[config.mk]
export PLATFORM = sky130hd
export DESIGN_NAME = core_wb_q_flat
export DESIGN_NICKNAME = d
export VERILOG_FILES = /design/src/rtl/core_wb_pkg.sv /design/src/rtl/core_wb_if.sv /design/src/rtl/core_wb_ldalign.sv /design/src/rtl/core_wb_q.sv /design/src/flat_wrapper.sv
export SDC_FILE = /design/constraint.sdc
export NUM_CORES = 1
export LEC_CHECK = 0
export CORE_ASPECT_RATIO = 0.6
export CORE_UTILIZATION = 47
export DETAILED_ROUTE_END_ITERATION = 6
export HOLD_SLACK_MARGIN = 0.12
export PLACE_DENSITY_LB_ADDON = 0.08
export SETUP_SLACK_MARGIN = 0.4
export SLEW_MARGIN = 15
export SYNTH_ARGS = -nofsm -noshare
export SYNTH_HDL_FRONTEND = slang
export SYNTH_SLANG_ARGS = --single-unit
[constraint.sdc]
create_clock -name clk -period 2.7 [get_ports clk]
set_input_delay 0.81 -clock clk [delete_from_list [all_inputs] [get_ports clk]]
set_output_delay 0.81 -clock clk [all_outputs]
set_load 0.05 [all_outputs]
[src/rtl/core_wb_pkg.sv]
// Shared types and constants for the write-back queue.
// Load funct3 encodings and the queued result entry.
package core_wb_pkg;

    localparam int WB_XLEN  = 32;
    localparam int WB_RD_W  = 5;
    localparam int WB_CSR_W = 12;

    localparam logic [2:0] F3_LB  = 3'b000;
    localparam logic [2:0] F3_LH  = 3'b001;
    localparam logic [2:0] F3_LW  = 3'b010;
    localparam logic [2:0] F3_LBU = 3'b100;
    localparam logic [2:0] F3_LHU = 3'b101;

    typedef struct packed {
        logic [WB_XLEN-1:0]  reg_data;
        logic [WB_RD_W-1:0]  rd;
        logic                reg_write;
        logic [WB_XLEN-1:0]  csr_data;
        logic [WB_CSR_W-1:0] csr;
        logic                csr_write;
    } wb_entry_t;

endpackage

[src/rtl/core_wb_if.sv]
// Bundle between ma, the write-back queue and id.
// slave = the queue itself, master = the surrounding pipeline.
interface core_wb_if #(
    parameter int XLEN  = 32,
    parameter int RD_W  = 5,
    parameter int CSR_W = 12,
    parameter int CNT_W = 2
);
    logic             mw_valid;
    logic             mw_ready;
    logic [XLEN-1:0]  mw_reg_data;
    logic [XLEN-1:0]  mw_mem_data;
    logic [2:0]       mw_mem_funct3;
    logic [1:0]       mw_mem_addr_lo;
    logic [XLEN-1:0]  mw_csr_data;
    logic [RD_W-1:0]  mw_rd;
    logic             mw_reg_write;
    logic             mw_reg_write_sel;
    logic [CSR_W-1:0] mw_csr;
    logic             mw_csr_write;

    logic             wd_valid;
    logic             wd_ready;
    logic [XLEN-1:0]  wd_reg_data;
    logic [RD_W-1:0]  wd_rd;
    logic             wd_reg_write;
    logic [XLEN-1:0]  wd_csr_data;
    logic [CSR_W-1:0] wd_csr;
    logic             wd_csr_write;

    logic [RD_W-1:0]  lk_rs1;
    logic [RD_W-1:0]  lk_rs2;
    logic             lk_rs1_hit;
    logic [XLEN-1:0]  lk_rs1_data;
    logic             lk_rs2_hit;
    logic [XLEN-1:0]  lk_rs2_data;

    logic [CNT_W-1:0] wb_count;

    modport slave (
        input  mw_valid, mw_reg_data, mw_mem_data, mw_mem_funct3,
        input  mw_mem_addr_lo, mw_csr_data, mw_rd, mw_reg_write,
        input  mw_reg_write_sel, mw_csr, mw_csr_write,
        output mw_ready,
        output wd_valid, wd_reg_data, wd_rd, wd_reg_write,
        output wd_csr_data, wd_csr, wd_csr_write,
        input  wd_ready,
        input  lk_rs1, lk_rs2,
        output lk_rs1_hit, lk_rs1_data, lk_rs2_hit, lk_rs2_data,
        output wb_count
    );

    modport master (
        output mw_valid, mw_reg_data, mw_mem_data, mw_mem_funct3,
        output mw_mem_addr_lo, mw_csr_data, mw_rd, mw_reg_write,
        output mw_reg_write_sel, mw_csr, mw_csr_write,
        input  mw_ready,
        input  wd_valid, wd_reg_data, wd_rd, wd_reg_write,
        input  wd_csr_data, wd_csr, wd_csr_write,
        output wd_ready,
        output lk_rs1, lk_rs2,
        input  lk_rs1_hit, lk_rs1_data, lk_rs2_hit, lk_rs2_data,
        input  wb_count
    );

endinterface

[src/rtl/core_wb_ldalign.sv]
// Load alignment: picks the addressed byte/half of a word-aligned
// load and sign- or zero-extends it.
module core_wb_ldalign
    import core_wb_pkg::*;
(
    input  logic [WB_XLEN-1:0] raw_i,
    input  logic [2:0]         funct3_i,
    input  logic [1:0]         addr_lo_i,
    output logic [WB_XLEN-1:0] data_o
);

    logic [7:0]  byte_sel;
    logic [15:0] half_sel;

    always_comb begin
        byte_sel = 8'(raw_i >> {addr_lo_i, 3'b000});
        half_sel = addr_lo_i[1] ? raw_i[31:16] : raw_i[15:0];
        case (funct3_i)
            F3_LB:   data_o = {{24{byte_sel[7]}}, byte_sel};
            F3_LBU:  data_o = {24'h0, byte_sel};
            F3_LH:   data_o = {{16{half_sel[15]}}, half_sel};
            F3_LHU:  data_o = {16'h0, half_sel};
            F3_LW:   data_o = raw_i;
            default: data_o = raw_i;
        endcase
    end

endmodule

[src/rtl/core_wb_q.sv]
// Write-back queue: resolves results at enqueue, buffers DEPTH of
// them for id, and offers newest-first bypass lookup on rs1/rs2.
module core_wb_q
    import core_wb_pkg::*;
#(
    parameter int DEPTH = 2,
    parameter int XLEN  = 32,
    parameter int RD_W  = 5,
    parameter int CSR_W = 12
) (
    input  logic     clk,
    input  logic     rest,
    core_wb_if.slave bus
);

    localparam int CNT_W = $clog2(DEPTH + 1);
    localparam int PTR_W = (DEPTH > 1) ? $clog2(DEPTH) : 1;
    localparam logic [PTR_W-1:0] LAST = PTR_W'(DEPTH - 1);
    localparam logic [CNT_W-1:0] FULL = CNT_W'(DEPTH);

    generate
        if (XLEN != 32) begin : g_xlen_chk
            $error("core_wb_q: only XLEN=32 is supported");
        end
        if (RD_W != WB_RD_W || CSR_W != WB_CSR_W) begin : g_w_chk
            $error("core_wb_q: RD_W/CSR_W must match core_wb_pkg");
        end
        if (DEPTH < 1) begin : g_d_chk
            $error("core_wb_q: DEPTH must be >= 1");
        end
    endgenerate

    logic [PTR_W-1:0] wr_ptr_q, wr_ptr_d;
    logic [PTR_W-1:0] rd_ptr_q, rd_ptr_d;
    logic [CNT_W-1:0] count_q, count_d;
    wb_entry_t        mem_q [DEPTH];
    wb_entry_t        mem_d [DEPTH];

    logic [XLEN-1:0]  ld_data;
    wb_entry_t        new_e;
    wb_entry_t        head_e;
    logic             eff_we;
    logic             push;
    logic             pop;

    core_wb_ldalign u_ldalign (
        .raw_i     (bus.mw_mem_data),
        .funct3_i  (bus.mw_mem_funct3),
        .addr_lo_i (bus.mw_mem_addr_lo),
        .data_o    (ld_data)
    );

    // Ready depends only on state (and reset), never on wd_ready.
    assign bus.mw_ready = !rest && (count_q < FULL);
    assign bus.wd_valid = (count_q != '0);
    assign bus.wb_count = count_q;

    always_comb begin
        eff_we = bus.mw_reg_write && (bus.mw_rd != '0);
        new_e.reg_data  = bus.mw_reg_write_sel ? ld_data
                                               : bus.mw_reg_data;
        new_e.rd        = bus.mw_rd;
        new_e.reg_write = eff_we;
        new_e.csr_data  = bus.mw_csr_data;
        new_e.csr       = bus.mw_csr;
        new_e.csr_write = bus.mw_csr_write;
        push = bus.mw_valid && bus.mw_ready
            && (eff_we || bus.mw_csr_write);
        pop  = bus.wd_valid && bus.wd_ready;
    end

    always_comb begin
        wr_ptr_d = wr_ptr_q;
        rd_ptr_d = rd_ptr_q;
        count_d  = count_q;
        mem_d    = mem_q;
        if (push) begin
            mem_d[wr_ptr_q] = new_e;
            wr_ptr_d = (wr_ptr_q == LAST) ? '0 : wr_ptr_q + 1'b1;
        end
        if (pop) begin
            rd_ptr_d = (rd_ptr_q == LAST) ? '0 : rd_ptr_q + 1'b1;
        end
        case ({push, pop})
            2'b10:   count_d = count_q + CNT_W'(1);
            2'b01:   count_d = count_q - CNT_W'(1);
            default: count_d = count_q;
        endcase
    end

    always_ff @(posedge clk) begin
        if (rest) begin
            wr_ptr_q <= '0;
            rd_ptr_q <= '0;
            count_q  <= '0;
            for (int i = 0; i < DEPTH; i++) begin
                mem_q[i] <= '0;
            end
        end else begin
            wr_ptr_q <= wr_ptr_d;
            rd_ptr_q <= rd_ptr_d;
            count_q  <= count_d;
            mem_q    <= mem_d;
        end
    end

    always_comb begin
        head_e = mem_q[rd_ptr_q];
        if (!bus.wd_valid) begin
            head_e = '0;
        end
        bus.wd_reg_data  = head_e.reg_data;
        bus.wd_rd        = head_e.rd;
        bus.wd_reg_write = head_e.reg_write;
        bus.wd_csr_data  = head_e.csr_data;
        bus.wd_csr       = head_e.csr;
        bus.wd_csr_write = head_e.csr_write;
    end

    // Walk oldest to newest so the newest match wins.
    always_comb begin : lookup
        int idx;
        idx = 0;
        bus.lk_rs1_hit  = 1'b0;
        bus.lk_rs1_data = '0;
        bus.lk_rs2_hit  = 1'b0;
        bus.lk_rs2_data = '0;
        for (int i = 0; i < DEPTH; i++) begin
            idx = int'(rd_ptr_q) + i;
            if (idx >= DEPTH) begin
                idx = idx - DEPTH;
            end
            if (CNT_W'(i) < count_q && mem_q[PTR_W'(idx)].reg_write) begin
                if (bus.lk_rs1 != '0
                    && mem_q[PTR_W'(idx)].rd == bus.lk_rs1) begin
                    bus.lk_rs1_hit  = 1'b1;
                    bus.lk_rs1_data = mem_q[PTR_W'(idx)].reg_data;
                end
                if (bus.lk_rs2 != '0
                    && mem_q[PTR_W'(idx)].rd == bus.lk_rs2) begin
                    bus.lk_rs2_hit  = 1'b1;
                    bus.lk_rs2_data = mem_q[PTR_W'(idx)].reg_data;
                end
            end
        end
    end

endmodule

[src/flat_wrapper.sv]
// flat-port wrapper written by rule: the top's interface ports become plain ports
module core_wb_q_flat import core_wb_pkg::*;
#(
    parameter int DEPTH = 2,
    parameter int XLEN  = 32,
    parameter int RD_W  = 5,
    parameter int CSR_W = 12
)
  (clk, rest, bus_mw_valid, bus_mw_reg_data, bus_mw_mem_data, bus_mw_mem_funct3, bus_mw_mem_addr_lo, bus_mw_csr_data, bus_mw_rd, bus_mw_reg_write, bus_mw_reg_write_sel, bus_mw_csr, bus_mw_csr_write, bus_mw_ready, bus_wd_valid, bus_wd_reg_data, bus_wd_rd, bus_wd_reg_write, bus_wd_csr_data, bus_wd_csr, bus_wd_csr_write, bus_wd_ready, bus_lk_rs1, bus_lk_rs2, bus_lk_rs1_hit, bus_lk_rs1_data, bus_lk_rs2_hit, bus_lk_rs2_data, bus_wb_count);
  core_wb_if #(.XLEN(XLEN), .RD_W(RD_W), .CSR_W(CSR_W), .CNT_W(2)) bus_i ();
  input  logic clk;
  input  logic rest;
  input wire logic [$bits(bus_i.mw_valid)-1:0] bus_mw_valid;
  input wire logic [$bits(bus_i.mw_reg_data)-1:0] bus_mw_reg_data;
  input wire logic [$bits(bus_i.mw_mem_data)-1:0] bus_mw_mem_data;
  input wire logic [$bits(bus_i.mw_mem_funct3)-1:0] bus_mw_mem_funct3;
  input wire logic [$bits(bus_i.mw_mem_addr_lo)-1:0] bus_mw_mem_addr_lo;
  input wire logic [$bits(bus_i.mw_csr_data)-1:0] bus_mw_csr_data;
  input wire logic [$bits(bus_i.mw_rd)-1:0] bus_mw_rd;
  input wire logic [$bits(bus_i.mw_reg_write)-1:0] bus_mw_reg_write;
  input wire logic [$bits(bus_i.mw_reg_write_sel)-1:0] bus_mw_reg_write_sel;
  input wire logic [$bits(bus_i.mw_csr)-1:0] bus_mw_csr;
  input wire logic [$bits(bus_i.mw_csr_write)-1:0] bus_mw_csr_write;
  output wire logic [$bits(bus_i.mw_ready)-1:0] bus_mw_ready;
  output wire logic [$bits(bus_i.wd_valid)-1:0] bus_wd_valid;
  output wire logic [$bits(bus_i.wd_reg_data)-1:0] bus_wd_reg_data;
  output wire logic [$bits(bus_i.wd_rd)-1:0] bus_wd_rd;
  output wire logic [$bits(bus_i.wd_reg_write)-1:0] bus_wd_reg_write;
  output wire logic [$bits(bus_i.wd_csr_data)-1:0] bus_wd_csr_data;
  output wire logic [$bits(bus_i.wd_csr)-1:0] bus_wd_csr;
  output wire logic [$bits(bus_i.wd_csr_write)-1:0] bus_wd_csr_write;
  input wire logic [$bits(bus_i.wd_ready)-1:0] bus_wd_ready;
  input wire logic [$bits(bus_i.lk_rs1)-1:0] bus_lk_rs1;
  input wire logic [$bits(bus_i.lk_rs2)-1:0] bus_lk_rs2;
  output wire logic [$bits(bus_i.lk_rs1_hit)-1:0] bus_lk_rs1_hit;
  output wire logic [$bits(bus_i.lk_rs1_data)-1:0] bus_lk_rs1_data;
  output wire logic [$bits(bus_i.lk_rs2_hit)-1:0] bus_lk_rs2_hit;
  output wire logic [$bits(bus_i.lk_rs2_data)-1:0] bus_lk_rs2_data;
  output wire logic [$bits(bus_i.wb_count)-1:0] bus_wb_count;
  assign bus_i.mw_valid = bus_mw_valid;
  assign bus_i.mw_reg_data = bus_mw_reg_data;
  assign bus_i.mw_mem_data = bus_mw_mem_data;
  assign bus_i.mw_mem_funct3 = bus_mw_mem_funct3;
  assign bus_i.mw_mem_addr_lo = bus_mw_mem_addr_lo;
  assign bus_i.mw_csr_data = bus_mw_csr_data;
  assign bus_i.mw_rd = bus_mw_rd;
  assign bus_i.mw_reg_write = bus_mw_reg_write;
  assign bus_i.mw_reg_write_sel = bus_mw_reg_write_sel;
  assign bus_i.mw_csr = bus_mw_csr;
  assign bus_i.mw_csr_write = bus_mw_csr_write;
  assign bus_mw_ready = bus_i.mw_ready;
  assign bus_wd_valid = bus_i.wd_valid;
  assign bus_wd_reg_data = bus_i.wd_reg_data;
  assign bus_wd_rd = bus_i.wd_rd;
  assign bus_wd_reg_write = bus_i.wd_reg_write;
  assign bus_wd_csr_data = bus_i.wd_csr_data;
  assign bus_wd_csr = bus_i.wd_csr;
  assign bus_wd_csr_write = bus_i.wd_csr_write;
  assign bus_i.wd_ready = bus_wd_ready;
  assign bus_i.lk_rs1 = bus_lk_rs1;
  assign bus_i.lk_rs2 = bus_lk_rs2;
  assign bus_lk_rs1_hit = bus_i.lk_rs1_hit;
  assign bus_lk_rs1_data = bus_i.lk_rs1_data;
  assign bus_lk_rs2_hit = bus_i.lk_rs2_hit;
  assign bus_lk_rs2_data = bus_i.lk_rs2_data;
  assign bus_wb_count = bus_i.wb_count;
  core_wb_q #(.DEPTH(DEPTH), .XLEN(XLEN), .RD_W(RD_W), .CSR_W(CSR_W)) u_core (.clk(clk), .rest(rest), .bus(bus_i));
endmodule
Word-level counts from Yosys, hierarchy flattened
Index checks and enable logic that the tools add are counted.
- logic and storage cells: 101
- output and inout bits: 153
- register bits after elaboration: 170
- magnitude comparators: 10
- shift-type cells: 1
- equal/unequal tests: 9
- mux-type cells: 35
- reduce and logical (&&, ||, !) cells: 20
- add/sub/neg operators: 7
- bitwise gates (word level): 4
- operators with widths (cell ; count):
    $mux W83 ; 9
    $mux W32 ; 9
    $bwmux W166 ; 1
    $pmux W32 S4 ; 1
    $demux W83 S1 ; 1
    $shr A32 B5 Y8 ; 1
    $eq A5 B5 Y1 ; 4
    $mux W16 ; 1
    $reduce_bool A5 Y1 ; 3
    $logic_and A1 B1 Y1 ; 12
    $mux W1 ; 12
    $eq A3 B3 Y1 const B ; 2
    $ge A1 B2 Y1 const B ; 3
    $ge A2 B2 Y1 const B ; 3
    $lt A1 B2 Y1 const A ; 2
    $not A1 Y2 ; 2
    $pmux W2 S2 ; 1
    $reduce_bool A2 Y1 ; 2
    $eq A3 B1 Y1 const B ; 1
    $logic_not A3 Y1 ; 1
    $add A1 B1 Y1 const B ; 2
    $add A1 B1 Y2 const B ; 1
    $add A2 B1 Y2 const B ; 1
    $eq A2 B1 Y1 const B ; 1
    8 further kinds ; 10

Logic depth before layout (Yosys ltp)
- depth after elaboration: 12
- mapped depth: 9

Modules after synthesis
Synthesis repeated with hierarchy kept, for this count alone.
- cells, all modules: 1239
- area, all modules: 9457.8 um^2
- modules (own cells, without submodules) (module ; sequential area each (um^2) ; instances ; area each (um^2) ; cells each):
    core_wb_q ; 3403.3 ; 1 ; 8829.7 ; 1130
    core_wb_ldalign ; 0.0 ; 1 ; 628.1 ; 109

Worst setup path before layout
OpenSTA, ideal clock, no wires.
- kind: flip-flop to output port
- start: register u_core.count_q[1], in the netlist u_core.bus.wb_count[1]
- end: output bus_lk_rs1_data[22]
- arrival time: 2.683 ns
- cell stages (with the launch flop): 8
- setup slack: -0.793 ns
- path through: dfxtp_1 -> inv_1 -> ha_1 -> o21ai_0 -> nand2_1 -> nor3_1 -> clkbuf_1 -> and2_1
- longest elaborated chain between the ends: 5
- RTL lines (item ; RTL line ; text):
    from (decl) ; core_wb_q.sv:35 ; logic [CNT_W-1:0] count_q, count_d;
    from (signal assigned) ; core_wb_q.sv:102 ; count_q <= count_d;
    $lt A1 B2 Y1 ; core_wb_q.sv:133 ; if (CNT_W'(i) < count_q && mem_q[PTR_W'(idx)].reg_write) begin
    $logic_and A1 B1 Y1 ; core_wb_q.sv:133 ;
    $mux W32 ; core_wb_q.sv:133 ;
    $mux W32 ; core_wb_q.sv:134 ; if (bus.lk_rs1 != '0
    $mux W32 * ; core_wb_q.sv:133 ;
    to (decl) ; flat_wrapper.sv:36 ; output wire logic [$bits(bus_i.lk_rs1_data)-1:0] bus_lk_rs1_data;
Every way passes the cells marked *; elsewhere a longest branch is shown, timed or not.

Worst setup path after layout
- start: register u_core.mem_q[133] in the netlist's numbering
- end: output bus_lk_rs1_data[9]
- longest elaborated chain between the ends: 8
- RTL lines (item ; RTL line ; text):
    from (decl) ; core_wb_q.sv:36 ; wb_entry_t mem_q [DEPTH];
    from (signal assigned) ; core_wb_q.sv:103 ; mem_q <= mem_d;
    $mux W83 (2 in series) ; -- ;
    $eq A5 B5 Y1 ; core_wb_q.sv:135 ; && mem_q[PTR_W'(idx)].rd == bus.lk_rs1) begin
    $logic_and A1 B1 Y1 ; core_wb_q.sv:135 ;
    $mux W32 ; core_wb_q.sv:134 ;
    $mux W32 ; core_wb_q.sv:133 ;
    $mux W32 ; core_wb_q.sv:134 ;
    $mux W32 * ; core_wb_q.sv:133 ;
Every way passes the cells marked *; elsewhere a longest branch is shown, timed or not. The select of a mux whose other input is x is not followed.

==> reports/results.tsv <==
stage	metric	value	unit
run_status	status	finished with violations	
run_status	failing checks	negative setup slack	
sta	final hold vios	0	
clock_network	CTS tree	built	
global_route	vias in the first global route	10240	
min_path	Hold Crit Class	flop to flop	
placed_design	# port buffers	287	
critical_path	Bufs and invs on worst path	3	
global_route	antenna violations before repair	0	
critical_path	worst path required time	1890	ps
yosys	area leader, netlist	dfxtp_1	
detailed_routing	initial DRC count	1505	
detailed_routing	DR pass1 iterations	6	
die	Core ar.	19080	µm²
sta	worst clock skew	13.67	ps
pwr	maximum vdd drop	0.0006184	V
yosys	#FFs+latches synth	170	
clock_network	CTS Hold Buffers Added	0	
yosys	Distinct cells, synth	49	
critical_path	Crit-path slowest cell	dfxtp_4	
yosys	Mapped Nets	1294	
sta	setup ws final	-333.7	ps
final_layout	fraction of layout cells with a size suffix above 1	0.4193	
clock_network	H-tree levels	4	
pwr	Power Total	12.29	mW
detailed_routing	Vias	10840	
sta	Worst-Margin Slew	700.5	ps
sta	Slew Limit Fails	0	
yosys	register area share after synthesis	0.3710	
global_route	met1 Use GR	0.4931	
critical_path	r2r setup slk	430	ps
yosys	Top FF cell, synth	dfxtp_1	
yosys	post-synthesis cell area	9173	µm²
detailed_routing	vias per inst	6.161	
sta	Rel. slew slack	0.5330	
yosys	Yosys warning count	0	
clock_network	CTS Root Cell	clkbuf_16	
pwr	Gate power share	0.553	
sta	final worst-path cycle share	1.124	
die	Site Rows	39	
yosys	Cells after Synth	1156	
final_layout	Final nets	1618	
yosys	Post-synth EDFFs	0	
critical_path	Crit Path Class	flop to output pin	
critical_path	CP most frequent cell	buf_12	
global_route	grt met2 use	0.6579	
pwr	internal power	7.148	mW
final_layout	Synth-to-Final Area Change	89.54	%
yosys	most frequent cells after synthesis	nand2_1, dfxtp_1, nor2_1, mux2i_1, nand2b_1	
placed_design	placed instance area	14120	µm²
die	die width	182.4	µm
global_route	gr usage total	0.3956	
final_layout	Final Instance Count excl. Fillers	1759	
pwr	Psw	5.142	mW
yosys	Yosys top cell area share	0.3710	
job	Max Cap Viol	0	
global_route	pin count of the biggest net entering global routing	165	
detailed_routing	Total Wirelength	43960	µm
yosys	synth top area cells	dfxtp_1, mux2i_1, nand2_1	
placed_design	Detail Placement HPWL	21140	µm
global_route	met3 Use GR	0.1061	
yosys	asr flop ratio synth	0	
sta	unrepaired setup endpoints after global routing	true	
pwr	leakage	6.038	nW
die	die area	20100	µm²
clock_network	clk buf depth	2	
pwr	Clk pwr share	0.204	
final_layout	# diodes	0	
pwr	sw frac	0.4184	
global_route	busiest grt layer	met2	
global_route	first-pass GRT wire length	59840	µm
global_route	total gr overflow	0	
clock_network	Clk Latency, worst-skew pair	440	ps
detailed_routing	Post-DRT Antenna Nets	0	
detailed_routing	DRC errors left	0	
critical_path	critical path's top delay family	simple AND/OR/NAND/NOR gates	
clock_network	clock transition at the registers of the reported paths	70	ps
critical_path	CP startpoint kind	flop	
die	I/O Pins	288	
yosys	syn_area_per_cell	7.935	µm²
final_layout	Final Instance Area	17390	µm²
critical_path	CP Cell Sequence	nor4_2, nor3_2, a21oi_2, nor3_4, buf_12, clkbuf_16, and2_4, buf_12	
sta	Final Setup Violations	81	
detailed_routing	DR WL/cell	24.99	µm
clock_network	TritonCTS buffer count	17	
critical_path	critical path arrival	2220	ps
die	Initial Utilization	0.4808	
placed_design	Final Wtd Congestion	0.9175	
die	die height	110.2	µm
sta	setup TNS	-18660	ps
critical_path	crit-path max FO	8	
clock_network	clk sinks	170	
pwr	Power Density	706.9	nW/µm²
yosys	most instantiated library cell after synthesis	nand2_1	
final_layout	Core Util, Final	0.9112	
sta	crit path time final	3034	ps
sta	FMAX	329.6	MHz
critical_path	slowest stage delay, CP	420	ps
pwr	sequential group share of total power	0.243	
placed_design	placed cell count	1670	
critical_path	CP endpoint kind	output pin	
flip-flops by register name (all words and copies together) (netlist names):
signal,cells
u_core.mem_q,166
u_core.rd_ptr_q,1
u_core.wr_ptr_q,1
u_core.bus.wb_count,2
cells by family after synthesis:
logic type	share of synthesized area
adder cells (fa/ha/maj)	0.004093
AO/OA/AOI/OAI	0.1681
XOR/XNOR	0.01050
AND/OR/NAND/NOR	0.2644
flip-flops	0.3710
multiplexers	0.1233
buffers and inverters	0.05866
power by group through the flow:
stage | registers (mW) | logic, mW | clock network, mW
final | 2.98 | 6.80 | 2.51
after global routing | 2.99 | 6.92 | 2.60
after CTS | 2.93 | 6.24 | 2.46
after detailed placement | 2.93 | 3.53 | 0
after global placement | 2.92 | 3.51 | 0
after floorplan | 2.90 | 2.55 | 0
layout by cell type, fill, tap and decap left out, types with 17 or more instances in the layout:
master / instances
o211ai_1: 22
clkdlybuf4s50_1: 115
a21oi_1: 68
nand2b_1: 83
nand2_1: 178
o21ai_0: 71
buf_4: 59
and2_4: 65
buf_6: 25
buf_16: 28
buf_8: 55
mux2i_4: 57
nor2_1: 22
dfxtp_1: 162
buf_12: 110
clkbuf_16: 19
nor2_4: 84
mux2i_1: 32
and2_1: 17
through the flow:
| step | hold slack, ps | setup WS (ps) |
|---|---|---|
| finish | 474.3 | -333.7 |
| detailed placement | 445.6 | -541.6 |
| CTS | 462.6 | -266.3 |
| floorplan | 435.7 | 77.92 |
| global placement | 440.6 | -541.4 |
| global route | 491.1 | -350.7 |
tightest hold or removal path, cell delays in order (launching register included):
cell and delay [ps]:
dfxtp_1 320, nand2_1 50, a21oi_1 50
final timing paths:
path         cells after the start                      to                   start
max                              8      bus_lk_rs1_data[9]       u_core.mem_q[133]
min reg2reg                      2       u_core.mem_q[125]       u_core.mem_q[125]
min                              2       u_core.mem_q[125]       u_core.mem_q[125]
max reg2reg                     10  u_core.bus.wb_count[0]  u_core.bus.wb_count[1]
routing by layer:
layer  part of all wire  up-vias
met1               0.38     5232
met2               0.47      839
met5                  0        -
met4              0.046        0
li1                   -     4586
met3               0.11      180
final cells by class:
cell class	count	area [µm²]
multi-input combinational	869	7143
inverter	16	68.82
fill	712	1694
clock inverter	14	150.1
clock buffer	18	439.2
tap	266	332.8
sequential	170	3428
timing repair buffer	406	5823
timing repair:
action                     4_1_cts  5_1_grt
setup endpoints to repair      273      253
cloned                          24        2
gates resized for setup        334       93
pin swaps                       63       68
buffers inserted                24        7
No activity file was read; power rests on OpenSTA's default activity.
